**src/rtl/ifu_pkg.sv**
```systemverilog
// Shared types and constants for the instruction fetch stage.
package ifu_pkg;

   typedef enum logic [1:0] {
      S_IDLE = 2'd0,
      S_REQ  = 2'd1,
      S_WAIT = 2'd2,
      S_DROP = 2'd3
   } ifu_state_t;

   localparam logic [31:0] INST_NOP = 32'h0000_0013;

   typedef struct packed {
      logic [31:0] pc;
      logic [31:0] inst;
   } ifu_entry_t;

   function automatic logic [31:0] word_align(input logic [31:0] addr);
      return {addr[31:2], 2'b00};
   endfunction

endpackage

```
**src/rtl/ifu_fetch_if.sv**
```systemverilog
// Redirect, instruction-memory and decode-side handshakes of the fetch stage.
interface ifu_fetch_if;

   logic        redirect_valid;
   logic [31:0] redirect_pc;
   logic        imem_req_valid;
   logic        imem_req_ready;
   logic [31:0] imem_req_addr;
   logic        imem_rsp_valid;
   logic [31:0] imem_rsp_data;
   logic        inst_valid;
   logic        inst_ready;
   logic [31:0] inst_out;
   logic [31:0] inst_pc;

   modport master (
      input  redirect_valid, redirect_pc,
      input  imem_req_ready, imem_rsp_valid, imem_rsp_data,
      input  inst_ready,
      output imem_req_valid, imem_req_addr,
      output inst_valid, inst_out, inst_pc
   );

   modport slave (
      output redirect_valid, redirect_pc,
      output imem_req_ready, imem_rsp_valid, imem_rsp_data,
      output inst_ready,
      input  imem_req_valid, imem_req_addr,
      input  inst_valid, inst_out, inst_pc
   );

endinterface

```
**src/rtl/ifu_fifo.sv**
```systemverilog
// Synchronous {pc, inst} buffer; pointers carry an extra MSB to tell full from empty.
module ifu_fifo
   import ifu_pkg::*;
#(
   parameter int unsigned FIFO_DEPTH = 2,
   localparam int unsigned AW = $clog2(FIFO_DEPTH)
) (
   input  logic       clk,
   input  logic       rst,
   input  logic       push,
   input  ifu_entry_t push_data,
   input  logic       pop,
   input  logic       flush,
   output logic [AW:0] count,
   output ifu_entry_t head
);

   localparam logic [AW:0] PTR_ONE = {{AW{1'b0}}, 1'b1};

   ifu_entry_t  mem [FIFO_DEPTH];
   logic [AW:0] wr_ptr;
   logic [AW:0] rd_ptr;
   logic        empty;
   logic        full;
   logic        do_push;
   logic        do_pop;

   assign count   = wr_ptr - rd_ptr;
   assign empty   = (wr_ptr == rd_ptr);
   assign full    = (wr_ptr[AW] != rd_ptr[AW]) && (wr_ptr[AW-1:0] == rd_ptr[AW-1:0]);
   assign do_push = push && !full;
   assign do_pop  = pop && !empty;

   always_ff @(posedge clk) begin
      if (rst || flush) begin
         wr_ptr <= '0;
         rd_ptr <= '0;
      end else begin
         if (do_push) wr_ptr <= wr_ptr + PTR_ONE;
         if (do_pop)  rd_ptr <= rd_ptr + PTR_ONE;
      end
   end

   // Storage is not reset; the empty mux below hides stale contents.
   always_ff @(posedge clk) begin
      if (!rst && !flush) begin
         assert (!(push && full));
         if (do_push) mem[wr_ptr[AW-1:0]] <= push_data;
      end
   end

   always_comb begin
      head      = '0;
      head.inst = INST_NOP;
      if (!empty) head = mem[rd_ptr[AW-1:0]];
   end

endmodule

```
**src/rtl/ifu_fetch.sv**
```systemverilog
// Fetch stage: owns the fetch PC, issues one imem request at a time under a buffer credit.
module ifu_fetch
   import ifu_pkg::*;
#(
   parameter logic [31:0] RESET_PC   = 32'h8000_0000,
   parameter int unsigned FIFO_DEPTH = 2
) (
   input  logic clk,
   input  logic rst,
   ifu_fetch_if.master bus
);

   localparam int unsigned AW = $clog2(FIFO_DEPTH);

   ifu_state_t  state;
   ifu_state_t  state_next;
   logic [31:0] fetch_pc;
   logic [31:0] fetch_pc_next;
   logic [31:0] req_pc;
   logic [31:0] req_pc_next;
   logic        push;
   logic        req_valid;
   logic        pop_fire;
   logic [AW:0] count;
   logic [31:0] count_w;
   logic [31:0] count_after_push;
   logic        credit_now;
   logic        credit_after_push;
   ifu_entry_t  push_entry;
   ifu_entry_t  head;

   assign count_w           = 32'(count);
   assign pop_fire          = bus.inst_valid && bus.inst_ready && !bus.redirect_valid;
   assign count_after_push  = count_w + 32'd1 - (pop_fire ? 32'd1 : 32'd0);
   // Outstanding is zero in S_IDLE and becomes zero on the S_WAIT push.
   assign credit_now        = (count_w < FIFO_DEPTH);
   assign credit_after_push = (count_after_push < FIFO_DEPTH);

   assign push_entry.pc   = req_pc;
   assign push_entry.inst = bus.imem_rsp_data;

   always_ff @(posedge clk) begin
      if (rst) begin
         state    <= S_IDLE;
         fetch_pc <= RESET_PC;
         req_pc   <= '0;
      end else begin
         state    <= state_next;
         fetch_pc <= fetch_pc_next;
         req_pc   <= req_pc_next;
      end
   end

   always_comb begin
      state_next    = state;
      fetch_pc_next = fetch_pc;
      req_pc_next   = req_pc;
      push          = 1'b0;
      req_valid     = 1'b0;

      case (state)
         S_IDLE: begin
            if (credit_now) state_next = S_REQ;
         end
         S_REQ: begin
            req_valid = 1'b1;
            if (bus.imem_req_ready) begin
               req_pc_next   = fetch_pc;
               fetch_pc_next = fetch_pc + 32'd4;
               state_next    = S_WAIT;
            end
         end
         S_WAIT: begin
            if (bus.imem_rsp_valid) begin
               push       = 1'b1;
               state_next = credit_after_push ? S_REQ : S_IDLE;
            end
         end
         S_DROP: begin
            if (bus.imem_rsp_valid) state_next = S_REQ;
         end
         default: state_next = S_IDLE;
      endcase

      // Redirect overrides the normal transitions; only whether a response is
      // still owed decides between S_REQ and S_DROP.
      if (bus.redirect_valid) begin
         push          = 1'b0;
         fetch_pc_next = word_align(bus.redirect_pc);
         case (state)
            S_IDLE:  state_next = S_REQ;
            S_REQ:   state_next = bus.imem_req_ready ? S_DROP : S_REQ;
            S_WAIT:  state_next = bus.imem_rsp_valid ? S_REQ : S_DROP;
            S_DROP:  state_next = bus.imem_rsp_valid ? S_REQ : S_DROP;
            default: state_next = S_REQ;
         endcase
      end
   end

   ifu_fifo #(
      .FIFO_DEPTH(FIFO_DEPTH)
   ) u_fifo (
      .clk       (clk),
      .rst       (rst),
      .push      (push),
      .push_data (push_entry),
      .pop       (bus.inst_ready),
      .flush     (bus.redirect_valid),
      .count     (count),
      .head      (head)
   );

   assign bus.imem_req_valid = req_valid;
   assign bus.imem_req_addr  = fetch_pc;
   assign bus.inst_valid     = (count != '0);
   assign bus.inst_out       = head.inst;
   assign bus.inst_pc        = head.pc;

endmodule

```
**src/flat_wrapper.sv**
```systemverilog
// flat-port wrapper written by rule: the top's interface ports become plain ports
module ifu_fetch_flat import ifu_pkg::*;
#(
   parameter logic [31:0] RESET_PC   = 32'h8000_0000,
   parameter int unsigned FIFO_DEPTH = 2
)
  (clk, rst, bus_redirect_valid, bus_redirect_pc, bus_imem_req_ready, bus_imem_rsp_valid, bus_imem_rsp_data, bus_inst_ready, bus_imem_req_valid, bus_imem_req_addr, bus_inst_valid, bus_inst_out, bus_inst_pc);
  ifu_fetch_if bus_i ();
  input  logic clk;
  input  logic rst;
  input wire logic [$bits(bus_i.redirect_valid)-1:0] bus_redirect_valid;
  input wire logic [$bits(bus_i.redirect_pc)-1:0] bus_redirect_pc;
  input wire logic [$bits(bus_i.imem_req_ready)-1:0] bus_imem_req_ready;
  input wire logic [$bits(bus_i.imem_rsp_valid)-1:0] bus_imem_rsp_valid;
  input wire logic [$bits(bus_i.imem_rsp_data)-1:0] bus_imem_rsp_data;
  input wire logic [$bits(bus_i.inst_ready)-1:0] bus_inst_ready;
  output wire logic [$bits(bus_i.imem_req_valid)-1:0] bus_imem_req_valid;
  output wire logic [$bits(bus_i.imem_req_addr)-1:0] bus_imem_req_addr;
  output wire logic [$bits(bus_i.inst_valid)-1:0] bus_inst_valid;
  output wire logic [$bits(bus_i.inst_out)-1:0] bus_inst_out;
  output wire logic [$bits(bus_i.inst_pc)-1:0] bus_inst_pc;
  assign bus_i.redirect_valid = bus_redirect_valid;
  assign bus_i.redirect_pc = bus_redirect_pc;
  assign bus_i.imem_req_ready = bus_imem_req_ready;
  assign bus_i.imem_rsp_valid = bus_imem_rsp_valid;
  assign bus_i.imem_rsp_data = bus_imem_rsp_data;
  assign bus_i.inst_ready = bus_inst_ready;
  assign bus_imem_req_valid = bus_i.imem_req_valid;
  assign bus_imem_req_addr = bus_i.imem_req_addr;
  assign bus_inst_valid = bus_i.inst_valid;
  assign bus_inst_out = bus_i.inst_out;
  assign bus_inst_pc = bus_i.inst_pc;
  ifu_fetch #(.RESET_PC(RESET_PC), .FIFO_DEPTH(FIFO_DEPTH)) u_core (.clk(clk), .rst(rst), .bus(bus_i));
endmodule
```
**config.mk**
```make
export PLATFORM = sky130hd
export DESIGN_NAME = ifu_fetch_flat
export DESIGN_NICKNAME = d
export VERILOG_FILES = /design/src/rtl/ifu_pkg.sv /design/src/rtl/ifu_fetch_if.sv /design/src/rtl/ifu_fifo.sv /design/src/rtl/ifu_fetch.sv /design/src/flat_wrapper.sv
export SDC_FILE = /design/constraint.sdc
export NUM_CORES = 1
export LEC_CHECK = 0
export ABC_AREA = 1
export BUFFER_PORTS_ARGS = -buffer_cell sky130_fd_sc_hd__buf_2
export CORE_MARGIN = 2
export CORE_UTILIZATION = 55
export DETAILED_ROUTE_END_ITERATION = 8
export PLACE_DENSITY = 0.82
export SYNTH_ARGS = -nofsm -noshare
export SYNTH_HDL_FRONTEND = slang
export SYNTH_SLANG_ARGS = --single-unit
```
**constraint.sdc**
```tcl
create_clock -name clk -period 7.3 [get_ports clk]
set_clock_uncertainty 0.2 [all_clocks]
set_input_delay 1.095 -clock clk [delete_from_list [all_inputs] [get_ports clk]]
set_output_delay 1.095 -clock clk [all_outputs]
set_load 0.005 [all_outputs]
```
==> flow_metrics.py, run 1 <==
metrics = {
    "cells_and_area": {
        "fin_util_pct": 66.17,
        "area_delta_synth_final_pct": 17.23,
        "post_route_cells_drive_above_1_share_pct": 26.65,
        "fill_cells": 1231,
        "antennaDiodeCount": 0,
        "finalNetCount": 1120,
    },
    "floorplan": {
        "rows": 45,
        "start_util_pct": 56.44,
        "ioPinCount": 168,
        "core_area_um2": 15260,
        "die_w_um": 129.1,
        "dieArea_um2": 16670,
        "die_y_um": 129.1,
    },
    "synthesis": {
        "synth_edf_count": 124,
        "ys_seq_area_share_pct": 58.81,
        "synth_top_area_share_pct": 43.24,
        "synth_ff_type": "edfxtp_1",
        "ys_seq_elements": 191,
        "synthTopCellsByCount": "nand2_1, inv_1, edfxtp_1",
        "ys_warn_count": 0,
        "yosysMostFrequentCell": "nand2_1",
        "synth_cells": 895,
        "synth_area_leader_cell": "edfxtp_1",
        "ys_types": 35,
        "ys_top_cells_by_area": "edfxtp_1, dfxtp_1, nand2_1, mux2_2, inv_1",
        "synth_area_um2": 8612,
        "async_flop_share_pct": 0,
        "syn_area_per_cell_um2": 9.622,
    },
    "run_status": {
        "outcome": "completed",
    },
    "setup_path": {
        "critPathArrivalTime_ns": 2.20,
        "critPathKind": "flip-flop to primary output",
        "cp-start-kind": "flip-flop",
        "rr_worst_depth": 14,
        "ff2ff_setup_slack_ns": 4.41,
        "worstPathRequired_ns": 6.00,
        "rr_startpoint": "u_core.u_fifo.wr_ptr[0]",
        "crit_path_end_kind": "primary output",
        "r2r_end": "u_core.state[0]",
        "worstPathMaxFanout": 64,
    },
    "clocking": {
        "clock-sinks": 191,
        "cts_made_buffers": 17,
        "cts_tree": "done",
        "hold_buffers": 0,
        "htree_levels": 4,
        "post-cts-setup-buffers": 0,
        "ctsRootBufferMaster": "clkbuf_16",
        "clock_latency_ns": 0.43,
        "clock_path_buffers": 2,
        "clk_pin_slew_worst_paths_ns": 0.07,
        "ctsResizeCount": 0,
    },
    "power": {
        "powerDensity_nw_per_um2": 215.5,
        "peakVddDrop_uv": 175.6,
        "power_leakage_uw": 0.004553,
    },
    "timing": {
        "finalCritPeriodShare_pct": 47.87,
        "relSlewSlack_pct": 43.45,
        "finalMaxSlewViolations": 0,
        "finalSetupViolCount": 0,
        "fmax_mhz": 286.2,
        "hold_violations": 0,
        "finalCriticalPeriod_ns": 3.494,
        "rsz0062_at_grt": "no",
        "tns_ns": 0,
        "worst_pin_slew_ns": 0.8483,
    },
    "drt": {
        "drt_iter0_drc": 408,
        "drt-wirelength-per-cell_um": 14.41,
        "vias": 6425,
        "drt-total-wl_um": 18280,
        "viasPerCell": 5.063,
        "drtPass1Iterations": 5,
        "ant_nets": 0,
        "drcViolationCount": 0,
    },
    "global_routing": {
        "grt_pass1_wl_um": 29220,
        "grt_max_degree": 66,
        "antenna_found_initial": 0,
        "gr-total-overflow": 0,
        "grt_use_total_pct": 22.49,
        "grt_pass1_vias": 6159,
    },
    "job": {
        "cap_violations": 0,
    },
    "worst_hold_path": {
        "hold_start": "u_core.req_pc[27]",
        "holdPathStages": 0,
        "hold_class": "flip-flop to flip-flop",
        "hold_end": "u_core.u_fifo.mem[1][59]",
    },
    "placed_design": {
        "hpwl_um": 12290,
        "globalplace.congestion": 0.9294,
        "portBuffers": 161,
    },
}
[worst max path at each step]
stage,startpoint,end,slack (ns),depth (start not counted)
6_report,u_core.u_fifo.wr_ptr[0],bus_inst_out[4],3.81,6
5_1_grt,u_core.u_fifo.wr_ptr[0],bus_inst_pc[31],3.65,7
4_1_cts,u_core.u_fifo.wr_ptr[0],bus_inst_out[4],3.76,6
3_5_place_dp,bus_redirect_valid,u_core.u_fifo.mem[1][12],3.46,9
3_3_place_gp,bus_redirect_valid,u_core.u_fifo.mem[1][10],3.48,9
2_1_floorplan,bus_redirect_valid,u_core.u_fifo.mem[0][0],0.74,6
[final cells by class]
cell class | count | area [µm²] | share of cell area, %
Timing Repair Buffer | 166 | 843.3 | 8.353
Clock buffer | 17 | 425.4 | 4.214
Clock inverter | 15 | 127.6 | 1.264
Multi-Input combinational cell | 539 | 2879 | 28.52
Sequential cell | 191 | 5066 | 50.18
Inverter | 130 | 490.5 | 4.858
Tap cell | 211 | 264.0 | 2.615
[layer usage]
metal / track usage (%) / routed length, µm
met2: 36.81 / 8562
met3: 4.377 / 1061
met1: 29.99 / 8272
met4: 8.312 / 385
met5: 0 / 0
[worst max-delay path, stage by stage, from the launching register on]
cell      delay [ns]
dfxtp_1         0.37
inv_1           0.07
ha_1            0.34
nand2_2         0.08
buf_4           0.53
o211ai_1        0.17
buf_2           0.17
[power by group]
group          leakage [µW]  internal (µW)  switching [µW]
registers           0.00173           1170            27.5
clock network      0.000268            447             411
logic               0.00255           45.9            72.2
[cell families (layout without fill, tap and decap cells)]
logic type	after synthesis	count (layout)	share of synthesized area, %
compound gates	106	106	6.334
xor+xnor	12	12	1.220
fa+ha+maj	5	5	0.7264
buf+inv	168	328	8.034
flops	191	191	58.81
mux	59	59	7.715
other cells	1	4	0.04354
simple gates	353	353	17.11
[stage by stage]
step / instance area [µm²] / hold WS [ns] / instances / power (µW) / worst slack (ns)
2_1_floorplan: 8623 / 0.2203 / 898 / 1288 / 0.7378
4_1_cts: 10100 / 0.2589 / 1269 / 2190 / 3.759
5_1_grt: 10100 / 0.2709 / 1269 / 2256 / 3.649
3_5_place_dp: 9543 / 0.2400 / 1237 / 1340 / 3.463
6_report: 10100 / 0.2561 / 1269 / 2176 / 3.806
3_3_place_gp: 9543 / 0.2272 / 1237 / 1334 / 3.478
[cell usage in the layout (no fill, tap or decap), types with 5 or more instances in the layout]
cell / n
buf_2: 161
nor2_4: 6
nor2_2: 5
xor2_1: 10
nand3_1: 25
a21oi_1: 55
o21ai_1: 6
clkbuf_16: 17
nor2_1: 54
nand2_1: 241
dfxtp_1: 66
mux2_2: 59
inv_1: 126
edfxtp_1: 124
nand2_2: 6
o21ai_0: 37
ha_1: 5
buf_4: 5
[flip-flops by register name, summed over array words and instances (netlist names), named ones only]
| name | cells |
|---|---|
| u_core.req_pc | 30 |
| u_core.state | 2 |
| u_core.u_fifo.rd_ptr | 2 |
| u_core.bus.imem_req_addr | 30 |
| u_core.u_fifo.wr_ptr | 2 |
| u_core.u_fifo.mem | 124 |
Note: power is estimated with default switching activity, not from simulation.
==> inputs of run 2 (changes only) <==
--- a/config.mk
+++ b/config.mk
@@ -8,9 +8,9 @@
 export ABC_AREA = 1
 export BUFFER_PORTS_ARGS = -buffer_cell sky130_fd_sc_hd__buf_2
 export CORE_MARGIN = 2
-export CORE_UTILIZATION = 55
+export CORE_UTILIZATION = 50
 export DETAILED_ROUTE_END_ITERATION = 8
-export PLACE_DENSITY = 0.82
+export PLACE_DENSITY = 0.78
 export SYNTH_ARGS = -nofsm -noshare
 export SYNTH_HDL_FRONTEND = slang
 export SYNTH_SLANG_ARGS = --single-unit
==> constraint.sdc (replaced) <==
create_clock -name clk -period 2.81 [get_ports clk]
set_clock_uncertainty 0.2 [all_clocks]
set_input_delay 0.4215 -clock clk [delete_from_list [all_inputs] [get_ports clk]]
set_output_delay 0.4215 -clock clk [all_outputs]
set_load 0.005 [all_outputs]
==> run 2 against run 1 <==
Critical endpoint is now bus_inst_pc[20]. Worst hold slack got worse by 0.20 ns. Die area up 9.7%. Clock power grew to 2.9 times the previous value.
==> flow_metrics.py, run 2 (synthesis gave the netlist of run 1 again) <==
metrics = {
    "clocking": {
        "clock_latency_ns": 0.43,
        "cts_made_buffers": 17,
        "ctsResizeCount": 0,
        "htree_levels": 4,
        "clock_path_buffers": 2,
        "clock-sinks": 191,
        "hold_buffers": 32,
        "post-cts-setup-buffers": 0,
        "cts_tree": "done",
        "clk_pin_slew_worst_paths_ns": 0.07,
        "ctsRootBufferMaster": "clkbuf_16",
    },
    "cells_and_area": {
        "seq_area_um2": 5067,
        "area_delta_synth_final_pct": 23.20,
        "finalNetCount": 1156,
        "largest_register_ffs": 124,
        "final_cell_mix": "nand2_1, buf_2, inv_1, edfxtp_1, dfxtp_1",
        "post_route_cells_drive_above_1_share_pct": 26.51,
        "final_common_cell": "nand2_1",
        "antennaDiodeCount": 0,
        "fill_cells": 1385,
        "multi_input_area_um2": 2907,
    },
    "floorplan": {
        "die_w_um": 135.2,
        "dieArea_um2": 18290,
        "die_y_um": 135.2,
        "start_util_pct": 51.57,
        "ioPinCount": 168,
        "rows": 47,
        "core_area_um2": 16700,
    },
    "power": {
        "switchingPower_uw": 1319,
        "power_leakage_uw": 0.004740,
        "power.total_uw": 5936,
        "pwr-share-comb_pct": 5.8,
        "p_clk_share_pct": 41.6,
        "power_frac_seq_pct": 52.5,
        "switching_share_pct": 22.23,
        "p_int_uw": 4617,
        "powerDensity_nw_per_um2": 559.5,
        "peakVddDrop_uv": 457.5,
    },
    "drt": {
        "drtPass1Iterations": 5,
        "drt-total-wl_um": 19020,
        "viasPerCell": 4.963,
        "drt-wirelength-per-cell_um": 14.47,
        "vias": 6521,
        "drcViolationCount": 0,
        "ant_nets": 0,
        "drt_iter0_drc": 409,
    },
    "setup_path": {
        "worst-path-buf-inv": 4,
        "rr_worst_depth": 14,
        "worstPathRequired_ns": 2.19,
        "cp-start-kind": "flip-flop",
        "worstPathMaxFanout": 63,
        "crit_chain": "inv_1 -> ha_4 -> nand2_2 -> buf_12 -> nand2_1 -> inv_1 -> buf_2",
        "critPathKind": "flip-flop to primary output",
        "crit_slowest_cell": "dfxtp_2",
        "crit_family": "buffers and inverters",
        "r2r_end": "u_core.state[0]",
        "crit_top_cell": "inv_1",
        "crit_path_end_kind": "primary output",
        "ff2ff_setup_slack_ns": 0.41,
        "critPathArrivalTime_ns": 1.84,
        "rr_startpoint": "u_core.u_fifo.wr_ptr[0]",
        "max_stage_delay_ns": 0.36,
    },
    "worst_hold_path": {
        "hold_end": "u_core.bus.imem_req_addr[3]",
        "hold_start": "bus_redirect_pc[3]",
        "hold_class": "primary input to flip-flop",
        "holdPathStages": 3,
    },
    "run_status": {
        "outcome": "completed",
    },
    "timing": {
        "tns_ns": 0,
        "finalMaxSlewViolations": 0,
        "relSlewSlack_pct": 58.01,
        "rsz0062_at_grt": "no",
        "finalSetupViolCount": 0,
        "worst_pin_slew_ns": 0.6290,
        "finalCriticalPeriod_ns": 2.462,
        "hold_violations": 0,
        "finalCritPeriodShare_pct": 87.63,
        "fmax_mhz": 406.1,
    },
    "global_routing": {
        "grt_max_degree": 66,
        "grt_pass1_wl_um": 30100,
        "grt_pass1_vias": 6091,
        "gr-total-overflow": 0,
        "grt_use_total_pct": 21.20,
        "antenna_found_initial": 0,
    },
    "placed_design": {
        "globalplace.congestion": 0.8812,
        "hpwl_um": 12870,
        "portBuffers": 161,
    },
    "job": {
        "cap_violations": 0,
    },
}
## run 2: cell types whose count changed in the layout (fill, tap and decap cells not counted), sizes merged
cell,before,now
buf,166,170
bufinv,0,3
clkbuf,17,18
clkinv,6,2
clkinvlp,2,3
dlygate4sd3,0,32
inv,137,136
## run 2: per-stage QoR
step	util [%]	cell area (µm²)	instances	hold WS [ns]	setup slack [ns]
floorplan	-	8682	898	0.2203	-0.2292
global placement	57.96	9681	1250	0.2306	0.5102
detailed placement	57.96	9681	1250	0.2367	0.4272
CTS	63.53	10610	1314	0.04327	0.3045
global route	63.53	10610	1314	0.06304	0.2204
finish	63.53	10610	1314	0.05704	0.3475
## run 2: worst max path at each step
| stage | from | end | slack, ns | depth (start not counted) |
|---|---|---|---|---|
| finish | u_core.u_fifo.wr_ptr[0] | bus_inst_pc[20] | 0.35 | 7 |
| global route | u_core.u_fifo.wr_ptr[0] | bus_inst_pc[21] | 0.22 | 7 |
| CTS | u_core.u_fifo.wr_ptr[0] | bus_inst_pc[20] | 0.30 | 7 |
| detailed placement | u_core.u_fifo.wr_ptr[0] | u_core.state[0] | 0.43 | 14 |
| global placement | u_core.u_fifo.wr_ptr[0] | u_core.state[0] | 0.51 | 15 |
| floorplan | bus_redirect_valid | u_core.u_fifo.mem[0][0] | -0.23 | 6 |
## run 2: power by group through the flow
| stage | logic, µW | registers [µW] | clock network, µW |
|---|---|---|---|
| 2_1_floorplan | 193 | 3160 | 0 |
| 3_3_place_gp | 299 | 3170 | 0 |
| 3_5_place_dp | 308 | 3180 | 0 |
| 4_1_cts | 347 | 3120 | 2520 |
| 5_1_grt | 389 | 3130 | 2650 |
| 6_report | 347 | 3120 | 2470 |
## run 2: layer usage
| layer | share of wire (%) | global-route usage, % |
|---|---|---|
| met2 | 47 | 35.31 |
| met3 | 7.2 | 4.976 |
| met4 | 0.99 | 5.498 |
| met5 | 0 | 0 |
| met1 | 44 | 28.11 |
## run 2: worst register-to-register path, cell delays in order, from the launching register on
cell and delay [ns]:
dfxtp_2 0.34, inv_1 0.12, ha_4 0.15, nand3_1 0.10
and2_1 0.18, ha_1 0.28, inv_1 0.04, ha_1 0.19
ha_1 0.26, nand2_1 0.06, nor2_1 0.03, o21ai_0 0.18
nand2_1 0.07, nand2_1 0.05, nor2_1 0.05
## run 2: final cells by class
class,instances,area share (%)
Sequential cell,191,47.76
Multi-Input combinational cell,539,27.39
Timing Repair Buffer,202,11.84
Inverter,130,4.670
Clock buffer,18,4.045
Tap cell,220,2.594
Clock inverter,14,1.698
